===== src/rtl/cdb_arbiter_if.sv =====
// Common-data-bus arbiter port bundle: EX and SLB producer handshakes plus the CDB broadcast.
// master = producer/consumer side (bench or core), slave = the arbiter.
interface cdb_arbiter_if #(
  parameter int NICK_W = 5,
  parameter int DATA_W = 32,
  parameter int ADDR_W = 32
);
  logic              iEX_en;
  logic [NICK_W-1:0] iEX_nick;
  logic [DATA_W-1:0] iEX_dt;
  logic              iEX_ac;
  logic [ADDR_W-1:0] iEX_j_pc;
  logic              oEX_ready;
  logic              iSLB_en;
  logic [NICK_W-1:0] iSLB_nick;
  logic [DATA_W-1:0] iSLB_dt;
  logic              oSLB_ready;
  logic              oCDB_en;
  logic              oCDB_src;
  logic [NICK_W-1:0] oCDB_nick;
  logic [DATA_W-1:0] oCDB_dt;
  logic              oCDB_ac;
  logic [ADDR_W-1:0] oCDB_j_pc;
  logic              oERR;

  modport master (
    output iEX_en, iEX_nick, iEX_dt, iEX_ac, iEX_j_pc, iSLB_en, iSLB_nick, iSLB_dt,
    input  oEX_ready, oSLB_ready, oCDB_en, oCDB_src, oCDB_nick, oCDB_dt, oCDB_ac, oCDB_j_pc, oERR
  );
  modport slave (
    input  iEX_en, iEX_nick, iEX_dt, iEX_ac, iEX_j_pc, iSLB_en, iSLB_nick, iSLB_dt,
    output oEX_ready, oSLB_ready, oCDB_en, oCDB_src, oCDB_nick, oCDB_dt, oCDB_ac, oCDB_j_pc, oERR
  );
endinterface


===== src/rtl/cdb_arbiter.sv =====
// Round-robin CDB arbiter between EX and SLB, one small result FIFO per source with an
// empty-FIFO bypass so an uncontended result reaches the bus one edge after it is presented.
module cdb_fifo #(
  parameter int W     = 8,
  parameter int DEPTH = 4,
  localparam int PW   = $clog2(DEPTH),
  localparam int CW   = PW + 1
) (
  input  logic          clk,
  input  logic          rst,
  input  logic          clr_i,
  input  logic          push_i,
  input  logic          pop_i,
  input  logic [W-1:0]  din_i,
  output logic [W-1:0]  head_o,
  output logic [CW-1:0] count_o
);
  logic [DEPTH-1:0][W-1:0] mem_q;
  logic [PW-1:0]           rd_q, wr_q;
  logic [CW-1:0]           cnt_q, cnt_d;

  assign cnt_d   = cnt_q + CW'(push_i) - CW'(pop_i);
  assign head_o  = mem_q[rd_q];
  assign count_o = cnt_q;

  always_ff @(posedge clk or negedge rst) begin
    if (!rst) begin
      mem_q <= '0;
      rd_q  <= '0;
      wr_q  <= '0;
      cnt_q <= '0;
    end else if (clr_i) begin
      rd_q  <= '0;
      wr_q  <= '0;
      cnt_q <= '0;
    end else begin
      if (push_i) begin
        mem_q[wr_q] <= din_i;
        wr_q        <= wr_q + PW'(1);
      end
      if (pop_i) rd_q <= rd_q + PW'(1);
      cnt_q <= cnt_d;
    end
  end
endmodule

module cdb_arbiter #(
  parameter int NICK_W = 5,
  parameter int DATA_W = 32,
  parameter int ADDR_W = 32,
  parameter int DEPTH  = 4
) (
  input  logic        clk,
  input  logic        rst,
  input  logic        rdy,
  input  logic        iclr,
  cdb_arbiter_if.slave bus
);
  localparam int NSRC = 2;
  localparam int CW   = $clog2(DEPTH) + 1;

  typedef struct packed {
    logic [NICK_W-1:0] nick;
    logic [DATA_W-1:0] dt;
    logic              ac;
    logic [ADDR_W-1:0] j_pc;
  } ent_t;
  localparam int EW = $bits(ent_t);

  logic [NSRC-1:0]         in_en, ready, fifo_nz, cand, gnt, byp, push, pop;
  ent_t [NSRC-1:0]         in_ent, head;
  logic [NSRC-1:0][CW-1:0] cnt;
  logic                    go, clr, gsrc, any_gnt;
  ent_t                    sel_ent;

  logic cdb_en_q, cdb_src_q, last_q, err_q;
  logic cdb_en_d, cdb_src_d, last_d, err_d;
  ent_t cdb_q, cdb_d;

  assign go  = rdy & ~iclr;
  assign clr = rdy & iclr;

  assign in_en     = {bus.iSLB_en, bus.iEX_en};
  assign in_ent[0] = '{nick: bus.iEX_nick, dt: bus.iEX_dt, ac: bus.iEX_ac, j_pc: bus.iEX_j_pc};
  assign in_ent[1] = '{nick: bus.iSLB_nick, dt: bus.iSLB_dt, ac: 1'b0, j_pc: '0};

  // Source 0 = EX, source 1 = SLB; ready looks only at the registered count.
  for (genvar g = 0; g < NSRC; g++) begin : g_src
    cdb_fifo #(.W(EW), .DEPTH(DEPTH)) u_fifo (
      .clk    (clk),
      .rst    (rst),
      .clr_i  (clr),
      .push_i (push[g]),
      .pop_i  (pop[g]),
      .din_i  (in_ent[g]),
      .head_o (head[g]),
      .count_o(cnt[g])
    );
    assign ready[g]   = cnt[g] < CW'(DEPTH);
    assign fifo_nz[g] = |cnt[g];
    assign cand[g]    = fifo_nz[g] | in_en[g];
    assign byp[g]     = gnt[g] & ~fifo_nz[g];
    assign push[g]    = go & in_en[g] & ready[g] & ~byp[g];
    assign pop[g]     = go & gnt[g] & fifo_nz[g];
  end

  always_comb begin
    gnt = '0;
    case (cand)
      2'b11:   gnt = last_q ? 2'b01 : 2'b10;
      2'b01:   gnt = 2'b01;
      2'b10:   gnt = 2'b10;
      default: gnt = '0;
    endcase
  end

  assign any_gnt = |gnt;
  assign gsrc    = gnt[1];
  assign sel_ent = fifo_nz[gsrc] ? head[gsrc] : in_ent[gsrc];

  // Flush and freeze both force a bubble; payload fields hold so only en matters downstream.
  always_comb begin
    cdb_en_d  = 1'b0;
    cdb_src_d = cdb_src_q;
    cdb_d     = cdb_q;
    last_d    = last_q;
    err_d     = err_q;
    if (go) begin
      cdb_en_d = any_gnt;
      if (any_gnt) begin
        cdb_src_d = gsrc;
        cdb_d     = sel_ent;
        last_d    = gsrc;
      end
      if (|(in_en & ~ready)) err_d = 1'b1;
    end
  end

  always_ff @(posedge clk or negedge rst) begin
    if (!rst) begin
      cdb_en_q  <= 1'b0;
      cdb_src_q <= 1'b0;
      cdb_q     <= '0;
      last_q    <= 1'b1;
      err_q     <= 1'b0;
    end else begin
      cdb_en_q  <= cdb_en_d;
      cdb_src_q <= cdb_src_d;
      cdb_q     <= cdb_d;
      last_q    <= last_d;
      err_q     <= err_d;
    end
  end

  assign bus.oEX_ready  = ready[0];
  assign bus.oSLB_ready = ready[1];
  assign bus.oCDB_en    = cdb_en_q;
  assign bus.oCDB_src   = cdb_src_q;
  assign bus.oCDB_nick  = cdb_q.nick;
  assign bus.oCDB_dt    = cdb_q.dt;
  assign bus.oCDB_ac    = cdb_q.ac;
  assign bus.oCDB_j_pc  = cdb_q.j_pc;
  assign bus.oERR       = err_q;
endmodule

===== src/flat_wrapper.sv =====
// flat-port wrapper written by rule: the top's interface ports become plain ports
module cdb_arbiter_flat 
#(
  parameter int NICK_W = 5,
  parameter int DATA_W = 32,
  parameter int ADDR_W = 32,
  parameter int DEPTH  = 4
)
  (clk, rst, rdy, iclr, bus_iEX_en, bus_iEX_nick, bus_iEX_dt, bus_iEX_ac, bus_iEX_j_pc, bus_iSLB_en, bus_iSLB_nick, bus_iSLB_dt, bus_oEX_ready, bus_oSLB_ready, bus_oCDB_en, bus_oCDB_src, bus_oCDB_nick, bus_oCDB_dt, bus_oCDB_ac, bus_oCDB_j_pc, bus_oERR);
  cdb_arbiter_if #(.NICK_W(NICK_W), .DATA_W(DATA_W), .ADDR_W(ADDR_W)) bus_i ();
  input  logic clk;
  input  logic rst;
  input  logic rdy;
  input  logic iclr;
  input wire logic [$bits(bus_i.iEX_en)-1:0] bus_iEX_en;
  input wire logic [$bits(bus_i.iEX_nick)-1:0] bus_iEX_nick;
  input wire logic [$bits(bus_i.iEX_dt)-1:0] bus_iEX_dt;
  input wire logic [$bits(bus_i.iEX_ac)-1:0] bus_iEX_ac;
  input wire logic [$bits(bus_i.iEX_j_pc)-1:0] bus_iEX_j_pc;
  input wire logic [$bits(bus_i.iSLB_en)-1:0] bus_iSLB_en;
  input wire logic [$bits(bus_i.iSLB_nick)-1:0] bus_iSLB_nick;
  input wire logic [$bits(bus_i.iSLB_dt)-1:0] bus_iSLB_dt;
  output wire logic [$bits(bus_i.oEX_ready)-1:0] bus_oEX_ready;
  output wire logic [$bits(bus_i.oSLB_ready)-1:0] bus_oSLB_ready;
  output wire logic [$bits(bus_i.oCDB_en)-1:0] bus_oCDB_en;
  output wire logic [$bits(bus_i.oCDB_src)-1:0] bus_oCDB_src;
  output wire logic [$bits(bus_i.oCDB_nick)-1:0] bus_oCDB_nick;
  output wire logic [$bits(bus_i.oCDB_dt)-1:0] bus_oCDB_dt;
  output wire logic [$bits(bus_i.oCDB_ac)-1:0] bus_oCDB_ac;
  output wire logic [$bits(bus_i.oCDB_j_pc)-1:0] bus_oCDB_j_pc;
  output wire logic [$bits(bus_i.oERR)-1:0] bus_oERR;
  assign bus_i.iEX_en = bus_iEX_en;
  assign bus_i.iEX_nick = bus_iEX_nick;
  assign bus_i.iEX_dt = bus_iEX_dt;
  assign bus_i.iEX_ac = bus_iEX_ac;
  assign bus_i.iEX_j_pc = bus_iEX_j_pc;
  assign bus_i.iSLB_en = bus_iSLB_en;
  assign bus_i.iSLB_nick = bus_iSLB_nick;
  assign bus_i.iSLB_dt = bus_iSLB_dt;
  assign bus_oEX_ready = bus_i.oEX_ready;
  assign bus_oSLB_ready = bus_i.oSLB_ready;
  assign bus_oCDB_en = bus_i.oCDB_en;
  assign bus_oCDB_src = bus_i.oCDB_src;
  assign bus_oCDB_nick = bus_i.oCDB_nick;
  assign bus_oCDB_dt = bus_i.oCDB_dt;
  assign bus_oCDB_ac = bus_i.oCDB_ac;
  assign bus_oCDB_j_pc = bus_i.oCDB_j_pc;
  assign bus_oERR = bus_i.oERR;
  cdb_arbiter #(.NICK_W(NICK_W), .DATA_W(DATA_W), .ADDR_W(ADDR_W), .DEPTH(DEPTH)) u_core (.clk(clk), .rst(rst), .rdy(rdy), .iclr(iclr), .bus(bus_i));
endmodule

===== config.mk =====
export PLATFORM = sky130hd
export DESIGN_NAME = cdb_arbiter_flat
export DESIGN_NICKNAME = d
export VERILOG_FILES = /design/src/rtl/cdb_arbiter_if.sv /design/src/rtl/cdb_arbiter.sv /design/src/flat_wrapper.sv
export SDC_FILE = /design/constraint.sdc
export NUM_CORES = 1
export LEC_CHECK = 0
export CORE_MARGIN = 3
export CORE_UTILIZATION = 55
export DETAILED_ROUTE_END_ITERATION = 10
export PLACE_DENSITY = 0.85
export SLEW_MARGIN = 20
export SYNTH_ARGS = -nofsm -noshare
export SYNTH_HDL_FRONTEND = slang
export SYNTH_SLANG_ARGS = --single-unit

===== constraint.sdc =====
create_clock -name clk -period 3.7 [get_ports clk]
set_input_delay 1.11 -clock clk [delete_from_list [all_inputs] [get_ports clk]]
set_output_delay 1.11 -clock clk [all_outputs]
set_load 0.005 [all_outputs]

-- Yosys cells after proc, flatten, opt, wreduce, memory -nomap -nowiden
Index checks and enable logic that the tools add are counted.
- bits in registers: 648
- word-level logic and storage cells: 110
- $add $sub $neg: 8
- order comparisons: 9
- equal/unequal tests: 3
- mux-type cells: 30
- bitwise logic cells: 24
- reductions and logical operators: 14
- operators by type and width (cell ; number):
    $mux 70 ; 9
    $bwmux 280 ; 2
    $bmux 70 s2 ; 2
    $demux 70 s2 ; 2
    $mux 2 ; 9
    $and 1x1->1 ; 14
    $lt 2x3->1 const B ; 4
    $add 2x1->2 const B ; 4
    $reduce_and 2->1 ; 4
    $reduce_bool 2->1 ; 4
    $add 3x1->3 ; 2
    $lt 3x3->1 const B ; 2
    $mux 3 ; 2
    $not 1->1 ; 6
    $pmux 2 s3 ; 1
    $reduce_or 3->1 ; 2
    $sub 3x1->3 ; 2
    $eq 2x2->1 const B ; 2
    $ge 2x1->1 const B ; 2
    $reduce_or 2->1 ; 2
    $mux 1 ; 3
    $and 2x2->2 ; 1
    $eq 2x1->1 const B ; 1
    $logic_and 1x1->1 ; 2
    other kinds (3) ; 4

-- Depth between registers and ports, before layout
Gate-level depths: netlist (run 1).
- depth after elaboration: 10
- depth in mapped cells: 12
- mapped depth without buffers: 11

-- Cells and area by module
A second synthesis (run 1) with hierarchy kept.
- cells, all modules: 1886
- area, all modules: 29834.9 µm²
- by module, submodules not included (module ; instances ; cells an instance ; area each (µm²) ; sequential area each (µm²)):
    cdb_fifo (u_core.g_src[1].u_fifo) ; 1 ; 712 ; 12605.8 ; 7181.9
    cdb_fifo (u_core.g_src[0].u_fifo) ; 1 ; 712 ; 12564.6 ; 7181.9
    cdb_arbiter ; 1 ; 462 ; 4664.5 ; 1853.0

-- Worst setup path after synthesis (run 1)
OpenSTA, ideal clock, no wires.
- path type: input port to flip-flop
- start: in bus_iSLB_en
- end: reg u_core.g_src[0].u_fifo.cnt_q[2]
- library setup time: 125 ps
- data arrival time: 2896 ps
- data required time: 3575 ps
- path slack: 679 ps
- stages: 11
- buffers on the path: 0
- cells stage by stage: nor4_4 > o211ai_1 > inv_1 > ha_1 > inv_1 > ha_1 > inv_1 > fa_1 > xnor2_1 > xnor2_1 > nor2_1
- cells in the longest elaborated chain, start to end: 9
- elaborated cells between the ends (all ways): 13
- those cells by class: add/sub (2); eq/ne (3); mux (2); bitwise (6)
- ends and longest elaborated chain (what ; RTL line ; source):
    start: declaration ; flat_wrapper.sv:20 ; input wire logic [$bits(bus_i.iSLB_en)-1:0] bus_iSLB_en;
    $or 1x1->1 (*) ; cdb_arbiter.sv:101 ; assign cand[g] = fifo_nz[g] | in_en[g];
    $eq 2x2->1 / $eq 2x1->1 (equally long branches) ; cdb_arbiter.sv:109 ; case (cand)
    $pmux 2 s3 (*) ; cdb_arbiter.sv:109 ;
    $and 1x1->1 ; cdb_arbiter.sv:102 ; assign byp[g] = gnt[g] & ~fifo_nz[g];
    $not 1->1 ; cdb_arbiter.sv:103 ; assign push[g] = go & in_en[g] & ready[g] & ~byp[g];
    $and 1x1->1 ; cdb_arbiter.sv:103 ;
    $add 3x1->3 ; cdb_arbiter.sv:22 ; assign cnt_d = cnt_q + CW'(push_i) - CW'(pop_i);
    $sub 3x1->3 (*) ; cdb_arbiter.sv:22 ;
    $mux 3 (*) ; cdb_arbiter.sv:32 ; end else if (clr_i) begin
    end signal: assignment ; cdb_arbiter.sv:42 ; cnt_q <= cnt_d;
    end: declaration ; cdb_arbiter.sv:20 ; logic [CW-1:0] cnt_q, cnt_d;
Every way passes the cells marked *; elsewhere a longest branch is shown, timed or not.
A chain may end at the register's enable or synchronous reset.

-- Worst setup path in the final report (run 1)
- start: in bus_iEX_en
- end: reg u_core.g_src[1].u_fifo.cnt_q[2]
- cells in the longest elaborated chain, start to end: 9
- elaborated cells between the ends (all ways): 13
- those cells by class: add/sub (2); eq/ne (3); mux (2); bitwise (6)
- ends and longest elaborated chain (what ; RTL line ; source):
    start: declaration ; flat_wrapper.sv:15 ; input wire logic [$bits(bus_i.iEX_en)-1:0] bus_iEX_en;
    $or 1x1->1 (*) ; cdb_arbiter.sv:101 ;
    $eq 2x2->1 / $eq 2x1->1 (equally long branches) ; cdb_arbiter.sv:109 ;
    $pmux 2 s3 (*) ; cdb_arbiter.sv:109 ;
    $and 1x1->1 ; cdb_arbiter.sv:102 ;
    $not 1->1 ; cdb_arbiter.sv:103 ;
    $and 1x1->1 ; cdb_arbiter.sv:103 ;
    $add 3x1->3 ; cdb_arbiter.sv:22 ;
    $sub 3x1->3 (*) ; cdb_arbiter.sv:22 ;
    $mux 3 (*) ; cdb_arbiter.sv:32 ;
    end signal: assignment ; cdb_arbiter.sv:42 ;
    end: declaration ; cdb_arbiter.sv:20 ;
Marks and branches as above.

==> results.txt, run 1 <==
----------------------------------------------------
[Route]
  Vias per cell ... 6.21
  Total number of vias ... 14200
  Total wirelength of the detailed-routed design ... 55.3 mm
  Post-route ant nets ... 0
  Number of detailed-route iterations in the first pass ... 5
  Number of DRC markers in iteration 0 ... 990
  Detailed-route wire length per cell ... 24.2 µm
  DRC violation count after routing ... 0

[Clock network]
  Cell at the root of the clock tree ... clkbuf_16
  Number of H-tree branching levels ... 2
  Maximum clock path buffer count ... 3
  Post CTS Setup Buffer Count ... 0
  Hold buffer count at cts ... 0
  Clk sinks ... 516
  Resize count post-CTS ... 0
  Clock insertion delay at the later pin of the skew report ... 0.61 ns
  Number of buffers created by CTS ... 53
  CTS tree ... built
  Worst-path clk slew ... 0.06 ns

[STA]
  Period utilization ... 0.838
  Setup skew after layout ... 0.0185 ns
  Fmax ... 323 MHz
  Max Slew Vio Count ... 0
  Worst-case headroom to the max-slew limit ... 0.418
  Setup total negative slack ... 0 ns
  Minimum clock period ... 3.10 ns
  Worst-margin pin slew ... 0.872 ns
  Final-report setup violation count ... 0
  Setup repair after global routing missed its margin ... false
  Number of endpoints with negative hold slack in the final report ... 0

[Logic synthesis]
  Top_reg_cell synth ... dfrtp_1
  Yosys reg bits ... 516
  Sequential element share of the synthesized area ... 0.550
  Post-Syn Area ... 23500 µm²
  Share of synthesized flip-flops with an asynchronous set or reset ... 1.00
  Number of instances in the synthesized netlist ... 1513
  Number of distinct library cells after synthesis ... 55
  Synthesized Nets ... 1640
  Yosys synthesis warning count ... 0
  Mapped Avg Cell Area ... 15.5 µm²
  Number of synthesized flops with an enable pin ... 0

[Cells and area]
  Filler cell count in the final layout ... 2900
  Most common cell after layout, fill and taps aside ... dfrtp_1
  Most used cells in the layout excluding fill and tap cells ... 511 x dfrtp_1, 261 x mux2_2, 186 x clkdlybuf4s50_1
  Final instance area ... 27900 µm²
  Share of cells above drive strength 1 ... 0.307
  Area grow syn2layout ... 18.9%
  Number of nets in the finished design ... 1837

[Hold path]
  Cell depth of the worst hold path ... 2
  Worst min-delay path class ... reg -> reg
  End point of the most critical hold path ... u_core.bus.oCDB_j_pc[13]
  Hold Startpoint ... u_core.bus.oCDB_j_pc[13]

[Power and ir drop]
  Power density over cell area ... 769 nW/µm²
  VDD IR-drop max ... 0.499 mV
  Sequential share of power ... 0.417
  Fraction of power consumed by combinational cells ... 0.342
  Internal power consumption ... 14.9 mW
  Switching power summed over all nets ... 6.56 mW
  Static Leak ... 12.9 nW
  Total power ... 21.5 mW
  Relative contribution of the clock network to total power ... 0.241
  Net switching fraction of the power ... 0.306

[Worst setup path]
  Worst Reg2Reg Path Length in Cells ... 11
  Category of the most critical setup path ... in -> reg
  Data required time at the worst endpoint ... 4.18 ns
  Critical Path Fanout Max ... 3
  Startpoint kind of the worst setup timing path ... primary input
  Capture point of the worst reg-to-reg path ... u_core.g_src[0].u_fifo.count_o[2]
  Endpoint class of the critical path ... flop
  Reg-to-reg critical path startpoint ... u_core.g_src[0].u_fifo.count_o[2]
  Crit path DAT ... 3.58 ns
  Setup slack of the worst register-to-register path ... 0.72 ns

[Floorplanning]
  Width of the die ... 213 µm
  Die Y ... 213 µm
  Top-Level Pins ... 188
  Floorplan core area ... 42000 µm²
  Number of rows created at floorplan ... 75
  Effective utilization at floorplan ... 0.559
  Die Footprint ... 45200 µm²

[Global route]
  Largest net degree at the start of global routing ... 86
  Wire length of the first global-routing pass ... 88.0 mm
  Overall overflow remaining after global route ... 0
  Overall Global Routing Usage ... 0.251
  Via count of the first global-routing pass ... 15600
  Initial antenna violation count ... 9

[Placed design]
  PortBufs ... 187
  Detail Placement HPWL ... 34.8 mm
  Placer's final routability congestion estimate ... 0.813
  Post-DP Area ... 26200 µm²

[Job]
  Number of violations of the max-capacitance limit ... 0

[Outcome]
  Result of the run ... completed

----------------------------------------------------
-- area by class of cell --
cell class	count	area [µm²]	area share
flip-flops and latches	516	12900	0.463
repair buffers	245	2640	0.0944
diodes	1	2.50	0.0000896
multi-input cells	879	9960	0.356
clock inverters	12	115	0.00412
inverters	15	56.3	0.00202
clock buffers	82	1580	0.0564
well taps	539	674	0.0241
-- metal layers --
layer | up-vias | global-route usage | routed length [µm]
met4 | 16 | 0.0819 | 1330
met1 | 7550 | 0.330 | 23000
met2 | 432 | 0.424 | 27700
li1 | 6098 | - | -
met3 | 110 | 0.0486 | 3180
met5 | - | 0 | 119
-- cell families (layout without fill, tap and decap cells) --
kind of cell	Yosys count	after routing	synth area share
multiplexers	612	612	0.341
flip-flops	516	516	0.550
AO/OA/AOI/OAI	130	130	0.0436
AND/OR/NAND/NOR	118	118	0.0269
buffers and inverters	118	354	0.0294
adder cells (fa/ha/maj)	14	14	0.00809
XOR/XNOR	5	5	0.00186
other	0	1	0
-- cell usage after synthesis (2+ instances only) --
cell        n  area (µm²)
nand2_8     4        80.1
buf_4       6        45.0
buf_6      19         214
buf_8       2        30.0
inv_1      15        56.3
or3_1       2        12.5
and2_1      3        18.8
o21ai_1    25         125
dfrtp_1   515       12900
clkbuf_1   25        93.8
mux2_1    168        1890
o221ai_2   10         150
nor2_1      7        26.3
nor3_1      2        10.0
fa_1        2        40.0
ha_1       12         150
nand2b_1    2        12.5
buf_2      49         245
mux2i_1    76         761
buf_1       2        7.51
o21ai_2     2        17.5
o21ai_0    12        60.1
and3_1     11        68.8
mux2_2    261        2940
nand3_2     4        40.0
a21oi_1    11        55.1
o221ai_1   52         455
mux4_2    107        2410
nand2_1    75         282
or4_1       2        15.0
o211ai_1    3        22.5
xnor2_1     4        35.0
-- state kept, by name (all words and copies together), names as in the netlist, 4 cells and up --
register                     cells
u_core.bus.oCDB_dt              32
u_core.bus.oCDB_nick             5
u_core.g_src.u_fifo.mem_q      428
u_core.g_src.u_fifo.count_o      6
u_core.g_src.u_fifo.wr_q         4
u_core.bus.oCDB_j_pc            32
u_core.g_src.u_fifo.rd_q         4
-- through the flow --
step | utilization | hold slack (ns) | std cells | worst slack (ns)
2_1_floorplan | - | 0.459 | 1513 | 0.679
6_report | 0.665 | 0.483 | 2289 | 0.600
3_5_place_dp | 0.624 | 0.472 | 2194 | -0.0125
3_3_place_gp | 0.624 | 0.461 | 2194 | 0.150
5_1_grt | 0.665 | 0.501 | 2289 | 0.451
4_1_cts | 0.665 | 0.485 | 2288 | 0.613
-- critical path: stages --
cell	delay (ns)
clkdlybuf4s50_1	0.47
o41a_1	0.38
nor3_1	0.24
ha_1	0.29
inv_1	0.07
ha_1	0.16
inv_1	0.06
fa_1	0.40
xnor2_1	0.20
xnor2_1	0.15
nor2_1	0.05
-- how the worst max path moves through the flow --
stage / slack, ns / endpoint / from
3_5_place_dp: -0.01 / u_core.g_src[1].u_fifo.count_o[2] / bus_iEX_en
5_1_grt: 0.45 / u_core.g_src[1].u_fifo.count_o[2] / bus_iEX_en
4_1_cts: 0.61 / u_core.g_src[1].u_fifo.count_o[2] / bus_iEX_en
2_1_floorplan: 0.68 / u_core.g_src[0].u_fifo.count_o[2] / bus_iSLB_en
3_3_place_gp: 0.15 / u_core.g_src[1].u_fifo.count_o[2] / bus_iEX_en
6_report: 0.60 / u_core.g_src[1].u_fifo.count_o[2] / bus_iEX_en
-- power by group through the flow --
stage / clock network, mW / registers [mW] / logic, mW
after floorplan: 0 / 8.38 / 5.22
after global routing: 5.52 / 9.18 / 7.92
after CTS: 5.29 / 8.93 / 7.41
after detailed placement: 0 / 9.00 / 7.37
after global placement: 0 / 8.83 / 7.11
final: 5.18 / 8.95 / 7.34
No activity file was read; power rests on OpenSTA's default activity.
==> run 2: changes to the inputs <==
CORE_UTILIZATION = 53   (was 55)
PLACE_DENSITY = 0.86   (was 0.85)
clock period = 2.7 ns   (was 3.7 ns; I/O delays follow)
==> run 2 against run 1 <==
  * Critical path type is now reg -> out
  * Worst setup slack worse by 0.56 ns
  * Sequential cell count is the same
  * Largest cell class unchanged
  * Clock skew rose by 0.0047 ns
  * Via count rose by 1.5%
==> results.txt, run 2 (same netlist as run 1, synthesis figures left out) <==
----------------------------------------------------
[Floorplanning]
  Floorplan core area ... 43500 µm² (+3.4%)
  Effective utilization at floorplan ... 0.541 (-0.0182)
  Die Footprint ... 46900 µm² (+3.7%)
  Die Y ... 217 µm (+1.8%)
  Number of rows created at floorplan ... 76 (+1.3%)
  Top-Level Pins ... 188 (unchanged)
  Width of the die ... 217 µm (+1.8%)

[Cells and area]
  Number of nets in the finished design ... 1876 (+2.1%)
  Most common cell after layout, fill and taps aside ... dfrtp_1
  Area taken by flip-flops and latches ... 12900 µm² (about the same)
  Multi-input logic area ... 9970 µm² (+0.19%)
  Number of flip-flops under the largest register name ... 428 (unchanged)
  Largest register by flop count ... u_core.g_src.u_fifo.mem_q
  Area grow syn2layout ... 22.2%
  Most used cells in the layout excluding fill and tap cells ... 510 x dfrtp_1, 261 x mux2_2, 184 x clkdlybuf4s50_1
  Share of cells above drive strength 1 ... 0.330 (+0.0228)
  Filler cell count in the final layout ... 2965 (+2.2%)

[Worst setup path]
  Critical Path Fanout Max ... 7 (+4)
  List of cells traversed by the critical path ... inv_1, clkdlybuf4s50_1
  Crit path DAT ... 1.85 ns (-1.73 ns)
  Startpoint kind of the worst setup timing path ... flop
  Family of cells with the greatest summed delay on the critical path ... buffers and inverters
  Cell type of the slowest stage on the worst timing path ... clkdlybuf4s50_1
  Crit path buffers/inverters ... 2 (-1)
  Largest stage delay on the critical path ... 0.55 ns (+0.08 ns)
  Data required time at the worst endpoint ... 1.89 ns (-2.29 ns)
  Category of the most critical setup path ... reg -> out
  Endpoint class of the critical path ... primary output

[Route]
  Uppermost layer routed ... met5
  Number of DRC markers in iteration 0 ... 1047 (+5.8%)
  Detailed-route wire length per cell ... 24.1 µm (-0.32%)
  Total number of vias ... 14400 (+1.5%)
  Vias per cell ... 6.06 (-2.3%)
  Number of detailed-route iterations in the first pass ... 4 (-1)
  Post-route ant nets ... 0 (unchanged)
  WL met3 ... 3.52 mm (+11%)
  DRC violation count after routing ... 0 (unchanged)
  Detailed route wirelength on metal2 ... 28.8 mm (+4.1%)
  Routed metal-1 wire length ... 23.8 mm (+3.6%)
  Total wirelength of the detailed-routed design ... 57.3 mm (+3.6%)

[STA]
  Period utilization ... 0.984
  Worst-case headroom to the max-slew limit ... 0.567 (+0.148)
  Slack of the critical path ... 0.0442 ns (-0.556 ns)
  Fmax ... 377 MHz
  Final-report setup violation count ... 0 (unchanged)
  Setup skew after layout ... 0.0232 ns (+0.00471 ns)
  Minimum clock period ... 2.66 ns
  Worst-margin pin slew ... 0.650 ns (-0.222 ns)
  Hold Worst Slack ... 0.214 ns (-0.269 ns)
  Number of endpoints with negative hold slack in the final report ... 0 (unchanged)
  Max Slew Vio Count ... 0 (unchanged)
  Setup total negative slack ... 0 ns (unchanged)

[Global route]
  Overall Global Routing Usage ... 0.250 (about the same)
  Largest net degree at the start of global routing ... 65 (-24%)
  Overall overflow remaining after global route ... 0 (unchanged)
  Via count of the first global-routing pass ... 16200 (+3.9%)
  Wire length of the first global-routing pass ... 92.1 mm (+4.6%)
  Initial antenna violation count ... 7 (-2)

[Clock network]
  Clk sinks ... 516 (unchanged)
  Maximum clock path buffer count ... 3 (unchanged)
  Worst-path clk slew ... 0.06 ns (about the same)
  Number of buffers created by CTS ... 52 (-1.9%)
  CTS tree ... built
  Clock insertion delay at the later pin of the skew report ... 0.61 ns (about the same)
  Hold buffer count at cts ... 0 (unchanged)
  Number of H-tree branching levels ... 2 (unchanged)
  Cell at the root of the clock tree ... clkbuf_16

[Power and ir drop]
  VDD IR-drop max ... 0.671 mV (+34%)
  Static Leak ... 13.3 nW (+2.9%)
  Power density over cell area ... 1050 nW/µm² (+37%)
  Total power ... 30.2 mW (+40%)

[Placed design]
  PortBufs ... 187 (unchanged)
  Placer's final routability congestion estimate ... 0.812 (-0.17%)
  Pre-CTS worst setup slack ... -0.664 ns (-0.651 ns)
  Detail Placement HPWL ... 37.5 mm (+7.9%)

[Job]
  Number of violations of the max-capacitance limit ... 0 (unchanged)

[Outcome]
  Result of the run ... completed

[Hold path]
  Worst min-delay path class ... in -> async

----------------------------------------------------
[run 2: changes by cell type in the layout (fill, tap and decap cells not counted), sizes merged]
| cell | previous run | this run |
|---|---|---|
| buf | 59 | 99 |
| bufinv | 1 | 5 |
| clkbuf | 82 | 80 |
| clkdlybuf4s50 | 186 | 184 |
| clkinvlp | 0 | 1 |
| diode | 1 | 3 |
| dlygate4sd2 | 0 | 1 |
| dlymetal6s2s | 0 | 1 |
[run 2: final cells by class]
class	instances	share of cell area
tap	585	0.0255
clock inverter	17	0.00793
timing repair buffer	285	0.112
multi-input combinational	879	0.347
sequential	516	0.450
antenna	3	0.000261
clock buffer	80	0.0552
inverter	15	0.00196
[run 2: worst paths after layout]
kind | from | to | slack, ns | depth (start not counted)
min | rst | u_core.g_src[0].u_fifo.mem_q[228] | 0.21 | 1
max in group asynchronous | rst | u_core.g_src[1].u_fifo.mem_q[127] | 1.71 | 2
min in group clk | u_core.bus.oCDB_j_pc[25] | u_core.bus.oCDB_j_pc[25] | 0.48 | 2
max reg2reg | u_core.g_src[0].u_fifo.count_o[0] | u_core.g_src[1].u_fifo.count_o[2] | 0.14 | 10
min reg2reg | u_core.bus.oCDB_j_pc[25] | u_core.bus.oCDB_j_pc[25] | 0.48 | 2
max | u_core.g_src[1].u_fifo.count_o[2] | bus_oSLB_ready | 0.04 | 2
[run 2: what timing repair did]
item | in CTS | in global routing
pin swaps | 0 | 2
setup endpoints to repair | 2 | 3
endpoints found under the hold margin | 0 | 0
resized for setup | 2 | 5
buffers inserted | 0 | 2
[run 2: report_power, final]
group          switching [mW]  internal [mW]  total [mW]  leakage, nW
combinational            4.43           6.12        10.6         5.63
clock                    3.02           4.52        7.53        0.899
sequential               1.68           10.4        12.1         6.78
[run 2: layer usage]
metal  GRT usage  vias to the layer above
li1            -                     6196
met1       0.327                     7694
met2       0.421                      433
met3      0.0604                       93
met4      0.0709                        8
met5           0                        -
[run 2: per-stage QoR]
step                cells  area (µm²)   util
finish               2380       28700  0.661
global route         2379       28700  0.661
CTS                  2375       28700  0.660
detailed placement   2278       26900  0.618
floorplan            1513       23500      -
global placement     2278       26900  0.618
